--- config.mk ---
export PLATFORM = sky130hd
export DESIGN_NAME = arb_mux_flat
export DESIGN_NICKNAME = d
export VERILOG_FILES = /design/src/rtl/mux_pkg.sv /design/src/rtl/arb_mux_if.sv /design/src/rtl/arb_pick.sv /design/src/rtl/arb_mux.sv /design/src/flat_wrapper.sv
export SDC_FILE = /design/constraint.sdc
export NUM_CORES = 1
export LEC_CHECK = 0
export ABC_CLOCK_PERIOD_IN_PS = 2700
export CAP_MARGIN = 20
export CORE_MARGIN = 4
export CORE_UTILIZATION = 30
export CTS_CLUSTER_DIAMETER = 120
export DETAILED_ROUTE_END_ITERATION = 8
export DONT_BUFFER_PORTS = 1
export RECOVER_POWER = 50
export SYNTH_ARGS = -nofsm -noshare
export SYNTH_HDL_FRONTEND = slang
export SYNTH_SLANG_ARGS = --single-unit
--- constraint.sdc ---
create_clock -name clk -period 2.7 [get_ports clk]
set_input_delay 0.405 -clock clk [delete_from_list [all_inputs] [get_ports clk]]
set_output_delay 0.405 -clock clk [all_outputs]
set_load 0.01 [all_outputs]
--- src/rtl/mux_pkg.sv ---
// Shared constants and sizing helpers for the arbitrated output mux.
package mux_pkg;

   localparam logic MODE_FIXED = 1'b0;
   localparam logic MODE_RR    = 1'b1;

   function automatic int clog2(input int value);
      int result;
      result = 0;
      while ((1 << result) < value) result++;
      return result;
   endfunction

   // Grant-index width; a 1-bit index is kept even when clog2 would give 0.
   function automatic int sel_w(input int nch);
      return (clog2(nch) < 1) ? 1 : clog2(nch);
   endfunction

endpackage

--- src/rtl/arb_mux_if.sv ---
// Channel-side and sink-side handshake bundle of the arbitrated output mux.
interface arb_mux_if
   import mux_pkg::*;
#(
   parameter int WIDTH = 8,
   parameter int NCH   = 4
);

   localparam int SELW = sel_w(NCH);

   logic                   mode;
   logic [NCH*WIDTH-1:0]   d;
   logic [NCH-1:0]         d_valid;
   logic [NCH-1:0]         d_ready;
   logic [WIDTH-1:0]       y;
   logic                   y_valid;
   logic                   y_ready;
   logic [SELW-1:0]        sel;

   modport master (
      output mode, d, d_valid, y_ready,
      input  d_ready, y, y_valid, sel
   );

   modport slave (
      input  mode, d, d_valid, y_ready,
      output d_ready, y, y_valid, sel
   );

endinterface

--- src/rtl/arb_pick.sv ---
// Combinational arbiter: rotate the search start to ptr (round robin) or 0
// (fixed priority) and return the first requesting channel.
module arb_pick
   import mux_pkg::*;
#(
   parameter int NCH = 4
) (
   input  logic [NCH-1:0]          req,
   input  logic [sel_w(NCH)-1:0]   start,
   input  logic                    mode,
   output logic [sel_w(NCH)-1:0]   g,
   output logic                    any
);

   localparam int SELW = sel_w(NCH);

   always_comb begin
      int base;
      int idx;
      g    = '0;
      any  = 1'b0;
      base = (mode == MODE_RR) ? int'(start) : 0;
      idx  = 0;
      // Wrap by subtraction so non-power-of-two NCH never leaves 0..NCH-1.
      for (int k = 0; k < NCH; k++) begin
         idx = base + k;
         if (idx >= NCH) idx = idx - NCH;
         if (!any && req[idx[SELW-1:0]]) begin
            any = 1'b1;
            g   = idx[SELW-1:0];
         end
      end
   end

endmodule

--- src/rtl/arb_mux.sv ---
// Registered N:1 mux: arbitrates among requesting channels and holds the
// winning word in a single output stage with valid/ready backpressure.
module arb_mux
   import mux_pkg::*;
#(
   parameter int WIDTH = 8,
   parameter int NCH   = 4
) (
   input  logic        clk,
   input  logic        reset,
   arb_mux_if.slave    bus
);

   localparam int SELW = sel_w(NCH);

   logic [WIDTH-1:0] ch [NCH];
   logic [WIDTH-1:0] y_p1;
   logic             vld_p1;
   logic [SELW-1:0]  sel_p1;
   logic [SELW-1:0]  ptr;
   logic [SELW-1:0]  g;
   logic             any;
   logic             free;

   arb_pick #(.NCH(NCH)) u_pick (
      .req   (bus.d_valid),
      .start (ptr),
      .mode  (bus.mode),
      .g     (g),
      .any   (any)
   );

   always_comb begin
      for (int i = 0; i < NCH; i++) ch[i] = bus.d[i*WIDTH +: WIDTH];
   end

   // The stage can take a word when empty or when the sink drains it now.
   always_comb begin
      free        = !vld_p1 || bus.y_ready;
      bus.d_ready = '0;
      if (free && any && !reset) bus.d_ready = NCH'(1) << g;
   end

   // Output stage p1
   always_ff @(posedge clk) begin
      if (reset) begin
         y_p1   <= '0;
         vld_p1 <= 1'b0;
         sel_p1 <= '0;
         ptr    <= '0;
      end else if (free) begin
         if (any) begin
            y_p1   <= ch[g];
            sel_p1 <= g;
            vld_p1 <= 1'b1;
            if (bus.mode == MODE_RR) ptr <= (g == SELW'(NCH - 1)) ? '0 : g + SELW'(1);
         end else begin
            vld_p1 <= 1'b0;
         end
      end
   end

   assign bus.y       = y_p1;
   assign bus.y_valid = vld_p1;
   assign bus.sel     = sel_p1;

endmodule

--- src/flat_wrapper.sv ---
// flat-port wrapper written by rule: the top's interface ports become plain ports
module arb_mux_flat import mux_pkg::*;
#(
   parameter int WIDTH = 8,
   parameter int NCH   = 4
)
  (clk, reset, bus_mode, bus_d, bus_d_valid, bus_y_ready, bus_d_ready, bus_y, bus_y_valid, bus_sel);
  arb_mux_if #(.WIDTH(WIDTH), .NCH(NCH)) bus_i ();
  input  logic clk;
  input  logic reset;
  input wire logic [$bits(bus_i.mode)-1:0] bus_mode;
  input wire logic [$bits(bus_i.d)-1:0] bus_d;
  input wire logic [$bits(bus_i.d_valid)-1:0] bus_d_valid;
  input wire logic [$bits(bus_i.y_ready)-1:0] bus_y_ready;
  output wire logic [$bits(bus_i.d_ready)-1:0] bus_d_ready;
  output wire logic [$bits(bus_i.y)-1:0] bus_y;
  output wire logic [$bits(bus_i.y_valid)-1:0] bus_y_valid;
  output wire logic [$bits(bus_i.sel)-1:0] bus_sel;
  assign bus_i.mode = bus_mode;
  assign bus_i.d = bus_d;
  assign bus_i.d_valid = bus_d_valid;
  assign bus_i.y_ready = bus_y_ready;
  assign bus_d_ready = bus_i.d_ready;
  assign bus_y = bus_i.y;
  assign bus_y_valid = bus_i.y_valid;
  assign bus_sel = bus_i.sel;
  arb_mux #(.WIDTH(WIDTH), .NCH(NCH)) u_core (.clk(clk), .reset(reset), .bus(bus_i));
endmodule
# [After elaboration in Yosys (flattened, before gate mapping)]
# Cells that the tools add are included.
[word_totals] output_inout_bits=15 inputBits=40 register_bits=13 elab_cells=64
[op_classes] bitwise_logic=1 n_addsub=8 reduce_logical=13 mux=27 shift=1 n_eq_ne=1 magnitude_cmp=9
[op_table] op="$mux 2" count=10
[op_table] op="$bmux 8 s2" count=1
[op_table] op="$mux 8" count=2
[op_table] op="$ge 3x3->1 const B" count=4
[op_table] op="$lt 2x3->1 const B" count=4
[op_table] op="$mux 1" count=9
[op_table] op="$bmux 1 s2" count=4
[op_table] op="$sub 2x1->2 const B" count=4
[op_table] op="$add 2x2->3 const B" count=2
[op_table] op="$logic_and 1x1->1" count=5
[op_table] op="$logic_not 1->1" count=5
[op_table] op="$mux 4" count=1
[op_table] op="$shl 1x2->4 const A" count=1
[op_table] op="$add 2x1->3 const B" count=1
[op_table] op="$ge 2x3->1 const B" count=1
[op_table] op="$not 2->3" count=1
[op_table] op="$reduce_and 3->1" count=1
[op_table] op="$add 2x1->2 const B" count=1
[op_table] op="$eq 2x2->1 const B" count=1
[op_table] op="$reduce_and 2->1" count=1
[op_table] op="$logic_or 1x1->1" count=1

# [Longest topological paths before layout]
# Gate-level depths: netlist (run 1).
[depth] depth_word=19 mapped_depth=10

# [Modules after synthesis]
# From an unflattened synthesis (run 1), not the netlist that was laid out.
[unflattened] hier_cells=124 hier_area_um2=1068.5
[modules_own_cells] mod="arb_mux" n_inst=1 seq_area_each_um2=260.2 area_each_um2=787.0 cells_each=81
[modules_own_cells] mod="arb_pick" n_inst=1 seq_area_each_um2=0.0 area_each_um2=281.5 cells_each=43

# [Worst setup path before layout (run 1)]
# OpenSTA, ideal clock, no wires.
[synth_timing] path_type="input-to-output" start="in bus_d_valid[2]" end="out bus_d_ready[3]" stages=9 arrival_ns=1.976 path_slack_ns=0.319 path_cell_list="buf_6 -> mux2i_1 -> o22ai_1 -> o221a_1 -> o32ai_2 -> buf_4 -> inv_1 -> ha_1 -> and2_1"
[synth_between] elab_chain_len=15 word_cells_on_any_way=26 cone_classes="1 x shift; 17 x mux; 8 x reduce/logical"
[synth_rtl] element="start: declaration" line_no="flat_wrapper.sv:13" rtl="input wire logic [$bits(bus_i.d_valid)-1:0] bus_d_valid;"
[synth_rtl] element="$bmux 1 s2" line_no="arb_pick.sv:28" rtl="if (!any && req[idx[SELW-1:0]]) begin"
[synth_rtl] element="$mux 1 (not written as such)" line_no="arb_pick.sv:28"
[synth_rtl] element="$mux 1" line_no="arb_pick.sv:28"
[synth_rtl] element="$logic_not 1->1" line_no="arb_pick.sv:28"
[synth_rtl] element="$logic_and 1x1->1" line_no="arb_pick.sv:28"
[synth_rtl] element="$mux 1" line_no="arb_pick.sv:28"
[synth_rtl] element="$logic_not 1->1" line_no="arb_pick.sv:28"
[synth_rtl] element="$logic_and 1x1->1" line_no="arb_pick.sv:28"
[synth_rtl] element="$mux 1" line_no="arb_pick.sv:28"
[synth_rtl] element="$logic_not 1->1" line_no="arb_pick.sv:28"
[synth_rtl] element="$logic_and 1x1->1" line_no="arb_pick.sv:28"
[synth_rtl] element="$mux 1" line_no="arb_pick.sv:28"
[synth_rtl] element="$logic_and 1x1->1 (2 in a row)" line_no="arb_mux.sv:41" rtl="if (free && any && !reset) bus.d_ready = NCH'(1) << g;"
[synth_rtl] element="$mux 4 *" line_no="arb_mux.sv:41"
[synth_rtl] element="end: declaration" line_no="flat_wrapper.sv:15" rtl="output wire logic [$bits(bus_i.d_ready)-1:0] bus_d_ready;"
# Every way passes the cells marked *; elsewhere a longest branch is shown, timed or not. The select of a mux whose other input is x is not followed.

# [Final worst setup path (run 1)]
[layout_timing] start="reg u_core.ptr[1]" end="out bus_d_ready[1]"
[layout_between] elab_chain_len=18 word_cells_on_any_way=42 cone_classes="7 x add/sub; 4 x order compare; 1 x shift; 22 x mux; 8 x reduce/logical"
[layout_rtl] element="start: declaration" line_no="arb_mux.sv:20" rtl="logic [SELW-1:0] ptr;"
[layout_rtl] element="start signal: assignment" line_no="arb_mux.sv:56" rtl="if (bus.mode == MODE_RR) ptr <= (g == SELW'(NCH - 1)) ? '0 : g + SELW'(1);"
[layout_rtl] element="$mux 2 *" line_no="arb_pick.sv:22" rtl="base = (mode == MODE_RR) ? int'(start) : 0;"
[layout_rtl] element="parallel branches: the longest is 16 deep, another holds $add 2x1->3"
[layout_rtl] element="$mux 4 *" line_no="arb_mux.sv:41"
# Every way passes the cells marked *. The select of a mux whose other input is x is not followed.

==> metrics.md, run 1 <==
| Metric | Value |
|---|---|
| Post-synth EDFFs | `0` |
| Synth Flop Type | `dfxtp_1` |
| Synthesized flop and latch total | `13` |
| CTS clk-pin slew, worst paths | `about 60 ps` |
| CP startpoint kind | `flop` |
| Reg2reg setup slack | `approximately 400 ps` |
| # H-tree levels | `1` |
| Clk_lat worst skew | `240 ps` |
| Final Max Slew Viols | `0` |
| CP endpoint kind | `primary output` |
| IO Count | `between 50 and 60` |
| Core Region | `4000 um^2` |
| RR Endpoint | `u_core.bus.y[6]` |
| Post-Route WL | `between 3000 and 4000 um` |
| DRT iter0 DRCs | `60` |
| Layout cells sized above 1 | `between 15 and 20%` |
| Largest cells by area after synthesis | `dfxtp_1 21%, mux2i_1 17%, nor4b_1 11%` |
| Peak VDD IR | `0.000155 V` |
| Critical setup path kind | `flop to primary output` |
| Power density over the cells | `515 nW/um^2` |
| Crit path to | `bus_d_ready[1]` |
| Number of diodes | `0` |
| Worst hold-check path type | `input port to flop` |
| GR Util All Layers | `11.4%` |
| Mapped Avg Cell Area | `9.28 um^2` |
| Placed insts | `177` |
| Starting Density | `a little under a third` |
| Clock buffer count from CTS | `3` |
| Synthesized instance count | `133` |
| Multi-input gate area | `853 um^2` |
| Non-filler cells, final | `181` |
| Area of the die | `5200 um^2` |
| Nets | `173` |
| Worst Path Required | `2300 ps` |
| Yosys warning count | `0` |
| IO Port Bufs | `0` |
| CP max stage cell | `dfxtp_2` |
| Global placement routability congestion | `between 0.8 and 0.9` |
| Yosys top cell by area | `dfxtp_1` |
| Fraction of synthesized cell area taken by the top area cell type | `21.1%` |
| Chip Height | `72.1 um` |
| Final hold vios | `0` |
| Die X | `72.1 um` |
| CTS sink count | `13` |
| Share of flip-flops with an asynchronous set or reset | `0%` |
| Post-DRT Antenna Nets | `0` |
| Max-slew headroom | `a little under half` |
| Initial antenna violation count | `0` |
| Worst-margin pin slew | `797 ps` |
| Max-cap violations | `0` |
| Worst path cell trace | `mux2i_1 > o22ai_2 > o221a_1 > o32ai_4 > buf_4 > nor2_1` |
| FMAX | `0.395 GHz` |
| Post-synthesis net count | `~170` |
| FILL cells | `422` |
| Final worst path period need | `2530 ps` |
| Final period util | `93.7%` |
| Average wire per cell in the routed design | `~17 um` |
| Grt total ovfl | `0` |
| Synthesized area | `1230 um^2` |
| Critical Path AT | `~2100 ps` |
| Crit path from | `u_core.ptr[1]` |
| RSZ-0062 raised after global routing | `false` |
| Post-synth cell types | `44` |
| Dpl hpwl | `2500 um` |
| Worst-case reg-to-reg path depth | `7` |
| CTS tree | `yes` |
| Post-CTS Resized | `0` |
| Worst path max stage delay | `410 ps` |
| R2r startpoint | `u_core.ptr[1]` |
| Setup repair bufs after CTS | `0` |
| Pin count of the biggest net entering global routing | `20` |
| Router iterations before antenna repair | `4` |
| # setup viols final | `0` |
| Max FO, Critical Path | `19` |
| Total Power | `0.671 mW` |
| Vias in the first global route | `1,022` |
| Row cnt | `23` |
| Clock tree buffer depth | `2` |
| Setup TNS | `0 ps` |
| First-pass GRT wire length | `around 4800 um` |
| Register Area | `263 um^2` |
| Worst hold stages | `1` |
| Cts hold-fix bufs | `0` |
| Leak pwr | `0.496 nW` |
| Seq/Total Area, Yosys | `between 20% and 30%` |
| Via/cell ratio | `5.74` |
| P&R area growth vs syn | `5.58%` |
| Root Driver | `clkbuf_8` |
| Worst Skew | `6.22 ps` |
| DR vias | `1,039` |
| Number of remaining DRC errors | `0` |
| Status | `complete, no violations` |
## stage by stage
stage | util, % | instance area [um^2] | hold slack [ps] | setup slack (ps)
finish | 32.6 | 1300 | 224 | 170
global route | 32.6 | 1300 | 211 | 18.5
CTS | 32.5 | 1300 | 222 | 48.1
global placement | 31.4 | 1250 | 477 | 394
detailed placement | 31.4 | 1250 | 480 | 325
floorplan | - | 1230 | 474 | 319
## cells by family after synthesis
| family | synth area share [%] |
|---|---|
| flip-flops | 21.1 |
| AO/OA/AOI/OAI | 20.8 |
| multiplexers | 17.0 |
| AND/OR/NAND/NOR | 29.4 |
| adder cells (fa/ha/maj) | 1.01 |
| buffers and inverters | 10.6 |
## worst max-delay path, delay by kind of cell, from the launching register on
kind	cells	cell delay [ps]
multiplexers	1	250
AO/OA/AOI/OAI	3	730
buffers and inverters	1	340
AND/OR/NAND/NOR	1	150
flip-flops	1	410
## worst min path at each step
| stage | slack, ps | startpoint | to |
|---|---|---|---|
| 6_report | 220 | reset | u_core.ptr[1] |
| 5_1_grt | 210 | reset | u_core.ptr[1] |
| 4_1_cts | 220 | reset | u_core.bus.sel[0] |
| 3_5_place_dp | 480 | reset | u_core.ptr[1] |
| 3_3_place_gp | 480 | reset | u_core.bus.sel[0] |
| 2_1_floorplan | 470 | reset | u_core.bus.sel[0] |
## state kept, by name, summed over array words and instances, names as in the netlist
name and count:
u_core.bus.y 8, u_core.bus.sel 2, u_core.ptr 2, u_core.bus.y_valid 1
## cells in the mapped netlist, drive strengths merged (2+ instances only)
master and count:
a21oi 4, a31oi 2, buf 11, dfxtp 13, inv 11, mux2i 21
nand2 5, nand2b 2, nor2 8, nor2b 4, nor3 3, nor4 2
nor4b 16, o21ai 2, o221ai 8, o22a 2, or3 2
## power by group
| group | total [mW] | switching, mW | internal [mW] | leakage, nW |
|---|---|---|---|---|
| logic | 0.239 | 0.128 | 0.111 | 0.365 |
| clock network | 0.171 | 0.0671 | 0.104 | 0.0228 |
| registers | 0.261 | 0.0380 | 0.223 | 0.108 |
| total | 0.671 | 0.233 | 0.438 | 0.496 |
## area by class of cell
type	instances	area share (%)
multi-input combinational	98	65.5
inverter	11	3.17
tap	50	4.80
timing repair buffer	5	2.88
clock buffer	4	3.46
sequential	13	20.2
## per-layer routing
layer,up-vias,GRT usage (%),routed length [um]
met5,-,0,0
met1,480,12.9,1190
met4,0,1.25,0
met3,0,5.82,407
li1,509,-,-
met2,50,19.9,1560
## layout by cell type, fill, tap and decap left out, types with 2 or more instances in the layout
master	n
a21oi_1	4
buf_4	5
clkbuf_8	3
dfxtp_1	11
dfxtp_2	2
inv_1	10
mux2i_1	21
nand2_1	4
nand2b_1	2
nor2_1	8
nor2b_1	3
nor3_1	2
nor4_1	2
nor4b_1	16
o21ai_0	2
o221ai_1	8
o22a_1	2
(Power assumes the default switching activity.)
==> run 2: changes to the inputs <==
--- a/config.mk
+++ b/config.mk
@@ -7,7 +7,6 @@
 export LEC_CHECK = 0
 export ABC_CLOCK_PERIOD_IN_PS = 2700
 export CAP_MARGIN = 20
-export CORE_MARGIN = 4
 export CORE_UTILIZATION = 30
 export CTS_CLUSTER_DIAMETER = 120
 export DETAILED_ROUTE_END_ITERATION = 8
==> run 2 against run 1 <==
Compared with the run above: clock skew shrank 4.5 ps; sequential share of layout area increased by 0.099 points; via count rose by 4.9%; final cell count shrank 0.55%; critical path type unchanged; largest power group unchanged; highest routed layer is now met4.
==> metrics.md, run 2 (synthesis results as in run 1) <==
| Metric | Value |
|---|---|
| Via/cell ratio | `6.06` |
| First-pass GRT wire length | `4710 um` |
| Placed insts | `around 170` |
| FMAX | `slightly below 0.4 GHz` |
| Final worst path period need | `2570 ps` |
| Status | `complete, no violations` |
| Peak VDD IR | `roughly 0.00012 V` |
| Reg2reg setup slack | `370 ps` |
| Clock buffer count from CTS | `3` |
| IO Port Bufs | `0` |
| Chip Height | `66.1 um` |
| FILL cells | `approximately 400` |
| # H-tree levels | `1` |
| GRT met2 Usage | `approximately a quarter` |
| CTS tree | `yes` |
| Area of the die | `around 4400 um^2` |
| Placed cell areas | `around 1200 um^2` |
| DR vias | `1,090` |
| Root Driver | `clkbuf_8` |
| Worst Path Required | `around 2300 ps` |
| GR Util All Layers | `14.0%` |
| Global placement routability congestion | `0.916` |
| Worst hold-check path type | `input port to flop` |
| Average wire per cell in the routed design | `~17 um` |
| IO Count | `between 50 and 60` |
| Row cnt | `22` |
| CP endpoint kind | `primary output` |
| Final period util | `a little over nine tenths` |
| Post-Route WL | `roughly 3100 um` |
| GR peak layer | `met2` |
| Commonest non-fill, non-tap cells in the layout | `21 x mux2i_1, 16 x nor4b_1, 12 x dfxtp_1` |
| Cell area after layout | `1290 um^2` |
| Core Region | `between 3000 and 4000 um^2` |
| Final Max Slew Viols | `0` |
| Vias in the first global route | `992` |
| DRT iter0 DRCs | `75` |
| Max-slew headroom | `53.9%` |
| Post-DRT Antenna Nets | `0` |
| Clock tree buffer depth | `2` |
| Worst Skew | `about 1.7 ps` |
| Non-filler cells, final | `180` |
| Clk_lat worst skew | `240 ps` |
| CTS clk-pin slew, worst paths | `50 ps` |
| DP Worst Slack | `88.4 ps` |
| # setup viols final | `0` |
| P&R area growth vs syn | `4.56%` |
| Final hold vios | `0` |
| Number of remaining DRC errors | `0` |
| GRT met1 Usage | `16.8%` |
| Fin util | `34.0%` |
| Nets | `around 170` |
| WHS | `about 230 ps` |
| CTS sink count | `13` |
| Leak pwr | `0.493 nW` |
| Most common cell after layout, fill and taps aside | `mux2i_1` |
| Worst-margin pin slew | `approximately 690 ps` |
| Pin count of the biggest net entering global routing | `19` |
| Power density over the cells | `about 520 nW/um^2` |
| Met3 Usage GRT | `1.72%` |
| PnR worst setup slack | `134 ps` |
| Setup TNS | `0 ps` |
| CP startpoint kind | `flop` |
| Critical Path AT | `2160 ps` |
| Die X | `between 60 and 70 um` |
| Starting Density | `32.5%` |
| Max reg flops | `8` |
| Max-cap violations | `0` |
| Grt total ovfl | `0` |
| Critical setup path kind | `flop to primary output` |
| Total Power | `about 0.67 mW` |
| Layout cells sized above 1 | `14.5%` |
| Dpl hpwl | `2350 um` |
| Router iterations before antenna repair | `4` |
| Initial antenna violation count | `1` |
| Max FO, Critical Path | `7` |
==> run 2: cell types whose count changed in the layout (fill, tap and decap cells not counted) <==
cell     previous run  this run
diode_2             0         1
or3_1               1         2
o22ai_1             0         1
dfxtp_2             2         1
dfxtp_1            11        12
o22ai_2             1         0
or3_4               1         0
==> run 2: power by group <==
group,internal [mW],switching [mW]
registers,0.222,0.0366
clock network,0.104,0.0685
logic,0.109,0.129
==> run 2: worst paths after layout <==
check                     from           endpoint  depth (start not counted)
max              u_core.ptr[1]     bus_d_ready[3]                          7
min                      reset  u_core.bus.sel[0]                          1
max reg2reg      u_core.ptr[1]    u_core.bus.y[6]                          7
min reg2reg  u_core.bus.sel[0]  u_core.bus.sel[0]                          2
==> run 2: layer usage <==
metal	vias up	part of all wire [%]
met3	10	6.6
met2	50	51
met1	521	40
met5	-	0
li1	509	-
met4	0	2.7
==> run 2: what timing repair did <==
action / 4_1_cts / 5_1_grt
endpoints found under the setup margin: 2 / 1
hold buffers: 0 / 0
pin swaps: 1 / 0
setup buffers: 1 / 0
resized for setup: 0 / 1
==> run 2: worst max-delay path, cell delays in order, from the launching register on <==
cell	delay [ps]
dfxtp_1	440
mux2i_1	220
o22ai_1	160
o221a_1	310
o32ai_4	310
inv_1	130
ha_1	190
and2_1	170
==> run 2: cell type report <==
cell class | count | area (um^2) | share of cell area (%)
timing repair buffer | 5 | 37.5 | 2.91
inverter | 11 | 41.3 | 3.20
tap | 48 | 60.1 | 4.66
antenna | 1 | 2.50 | 0.194
clock buffer | 4 | 45.0 | 3.49
sequential | 13 | 262 | 20.3
multi-input combinational | 98 | 842 | 65.3
==> run 3: changes to the inputs <==
--- a/config.mk
+++ b/config.mk
@@ -7,7 +7,7 @@
 export LEC_CHECK = 0
 export ABC_CLOCK_PERIOD_IN_PS = 2700
 export CAP_MARGIN = 20
-export CORE_UTILIZATION = 30
+export CORE_UTILIZATION = 50
 export CTS_CLUSTER_DIAMETER = 120
 export DETAILED_ROUTE_END_ITERATION = 8
 export DONT_BUFFER_PORTS = 1
==> run 3 against run 2 <==
Compared with the run above: critical path depth is the same; flip-flop and latch count is the same; count of clock-buffer cells in the layout is the same; largest cell class unchanged; largest power group unchanged.
==> metrics.md, run 3 (synthesis results as in run 1) <==
| Metric | Value |
|---|---|
| IO Count | `between 50 and 60` |
| Dpl hpwl | `2100 um` |
| Placed cell areas | `1230 um^2` |
| Pint | `roughly 0.39 mW` |
| CP dominant cell by count | `buf_4` |
| CTS tree | `yes` |
| Flop pwr share | `42.6%` |
| Row cnt | `17` |
| CP endpoint kind | `primary output` |
| Switch share | `36.6%` |
| Router iterations before antenna repair | `4` |
| Clock Power Share | `between 10% and 20%` |
| Peak VDD IR | `0.000400 V` |
| Commonest non-fill, non-tap cells in the layout | `21 x mux2i_1, 16 x nor4b_1, 11 x dfxtp_1` |
| Worst hold-check path type | `input port to flop` |
| Layout cells sized above 1 | `16.8%` |
| Worst path bufs/invs | `2` |
| P_sw | `0.225 mW` |
| Status | `complete, no violations` |
| CP startpoint kind | `flop` |
| Setup TNS | `0 ps` |
| Starting Density | `54.2%` |
| Post-DRT Antenna Nets | `0` |
| Final hold vios | `0` |
| DRT iter0 DRCs | `8` |
| Clk_lat worst skew | `about 280 ps` |
| Average wire per cell in the routed design | `17.2 um` |
| Comb pwr share | `a little under two fifths` |
| # H-tree levels | `1` |
| Setup repair bufs after CTS | `0` |
| Max FO, Critical Path | `19` |
| Number of diodes | `0` |
| Via/cell ratio | `~6.5` |
| Leak pwr | `~0.5 nW` |
| Worst path max stage delay | `~460 ps` |
| First-pass GRT wire length | `4270 um` |
| Area of the die | `2670 um^2` |
| Max reg flops | `8` |
| Nets | `about 170` |
| Worst Path Required | `approximately 2300 ps` |
| Cell area after layout | `approximately 1300 um^2` |
| Post-Route WL | `2740 um` |
| Core Region | `2280 um^2` |
| Critical Path AT | `2150 ps` |
| Number of remaining DRC errors | `0` |
| Chip Height | `51.7 um` |
| DR vias | `1,034` |
| Most common cell after layout, fill and taps aside | `mux2i_1` |
| Clock buffer count from CTS | `3` |
| Pin count of the biggest net entering global routing | `20` |
| Critical setup path kind | `flop to primary output` |
| IO Port Bufs | `0` |
| Worst-margin pin slew | `between 700 and 800 ps` |
| # setup viols final | `0` |
| Final Max Slew Viols | `0` |
| Max-slew headroom | `52.5%` |
| P&R area growth vs syn | `1.62%` |
| Root Driver | `clkbuf_4` |
| Grt total ovfl | `0` |
| Final period util | `94.5%` |
| Worst path cell trace | `mux2i_1 > o22ai_1 > buf_4 > nor3_1 > o32ai_4 > buf_4 > nor2_1` |
| CTS sink count | `13` |
| Delay-heaviest family, CP | `simple AND/OR/NAND/NOR gates` |
| RSZ-0062 raised after global routing | `false` |
| Power density over the cells | `a little under 500 nW/um^2` |
| Final worst path period need | `between 2000 and 3000 ps` |
| Clock tree buffer depth | `2` |
| Total Power | `0.615 mW` |
| Initial antenna violation count | `0` |
| Worst Skew | `between 3 and 4 ps` |
| CTS clk-pin slew, worst paths | `80 ps` |
| CP max stage cell | `dfxtp_2` |
| GR Util All Layers | `21.5%` |
| Vias in the first global route | `953` |
| Global placement routability congestion | `0.778` |
| FMAX | `roughly 0.4 GHz` |
| Max-cap violations | `0` |
| Die X | `roughly 52 um` |
run 3: path summary, 6_finish.rpt:
path                            depth (start not counted)         startpoint  slack (ps)                end
worst min-delay path                                    1              reset         180      u_core.ptr[1]
worst max register to register                          7      u_core.ptr[1]         380    u_core.bus.y[6]
worst max-delay path                                    7      u_core.ptr[1]         150     bus_d_ready[1]
worst min register to register                          2  u_core.bus.sel[0]         530  u_core.bus.sel[0]
run 3: metrics by stage:
step	hold WS [ps]	util (%)	std cells	setup slack, ps
2_1_floorplan	474	-	133	319
3_3_place_gp	477	53.9	155	298
3_5_place_dp	477	53.9	155	241
4_1_cts	172	55.1	159	12.1
5_1_grt	159	55.1	159	18.1
6_report	182	55.1	159	150
run 3: repair_timing:
action	4_1_cts	5_1_grt
gates resized for setup	1	2
hold buffers	0	0
setup endpoints to repair	3	4
run 3: layer usage:
layer	part of all wire [%]	track usage (%)
met5	0	0
met4	0	2.70
met3	7.6	7.60
met2	51	38.5
met1	42	25.0
run 3: area by class of cell:
class	instances	area, um^2
Tap cell	28	35.0
Fill cell	226	1020
Inverter	11	41.3
Sequential cell	13	263
Timing Repair Buffer	5	37.5
Clock buffer	4	26.3
Multi-Input combinational cell	98	851
run 3: power groups by stage:
stage	Combinational (mW)	Clock (mW)	Sequential (mW)
finish	0.234	0.119	0.262
detailed placement	0.234	0	0.267
global placement	0.229	0	0.265
global route	0.258	0.137	0.267
floorplan	0.218	0	0.253
CTS	0.234	0.125	0.262
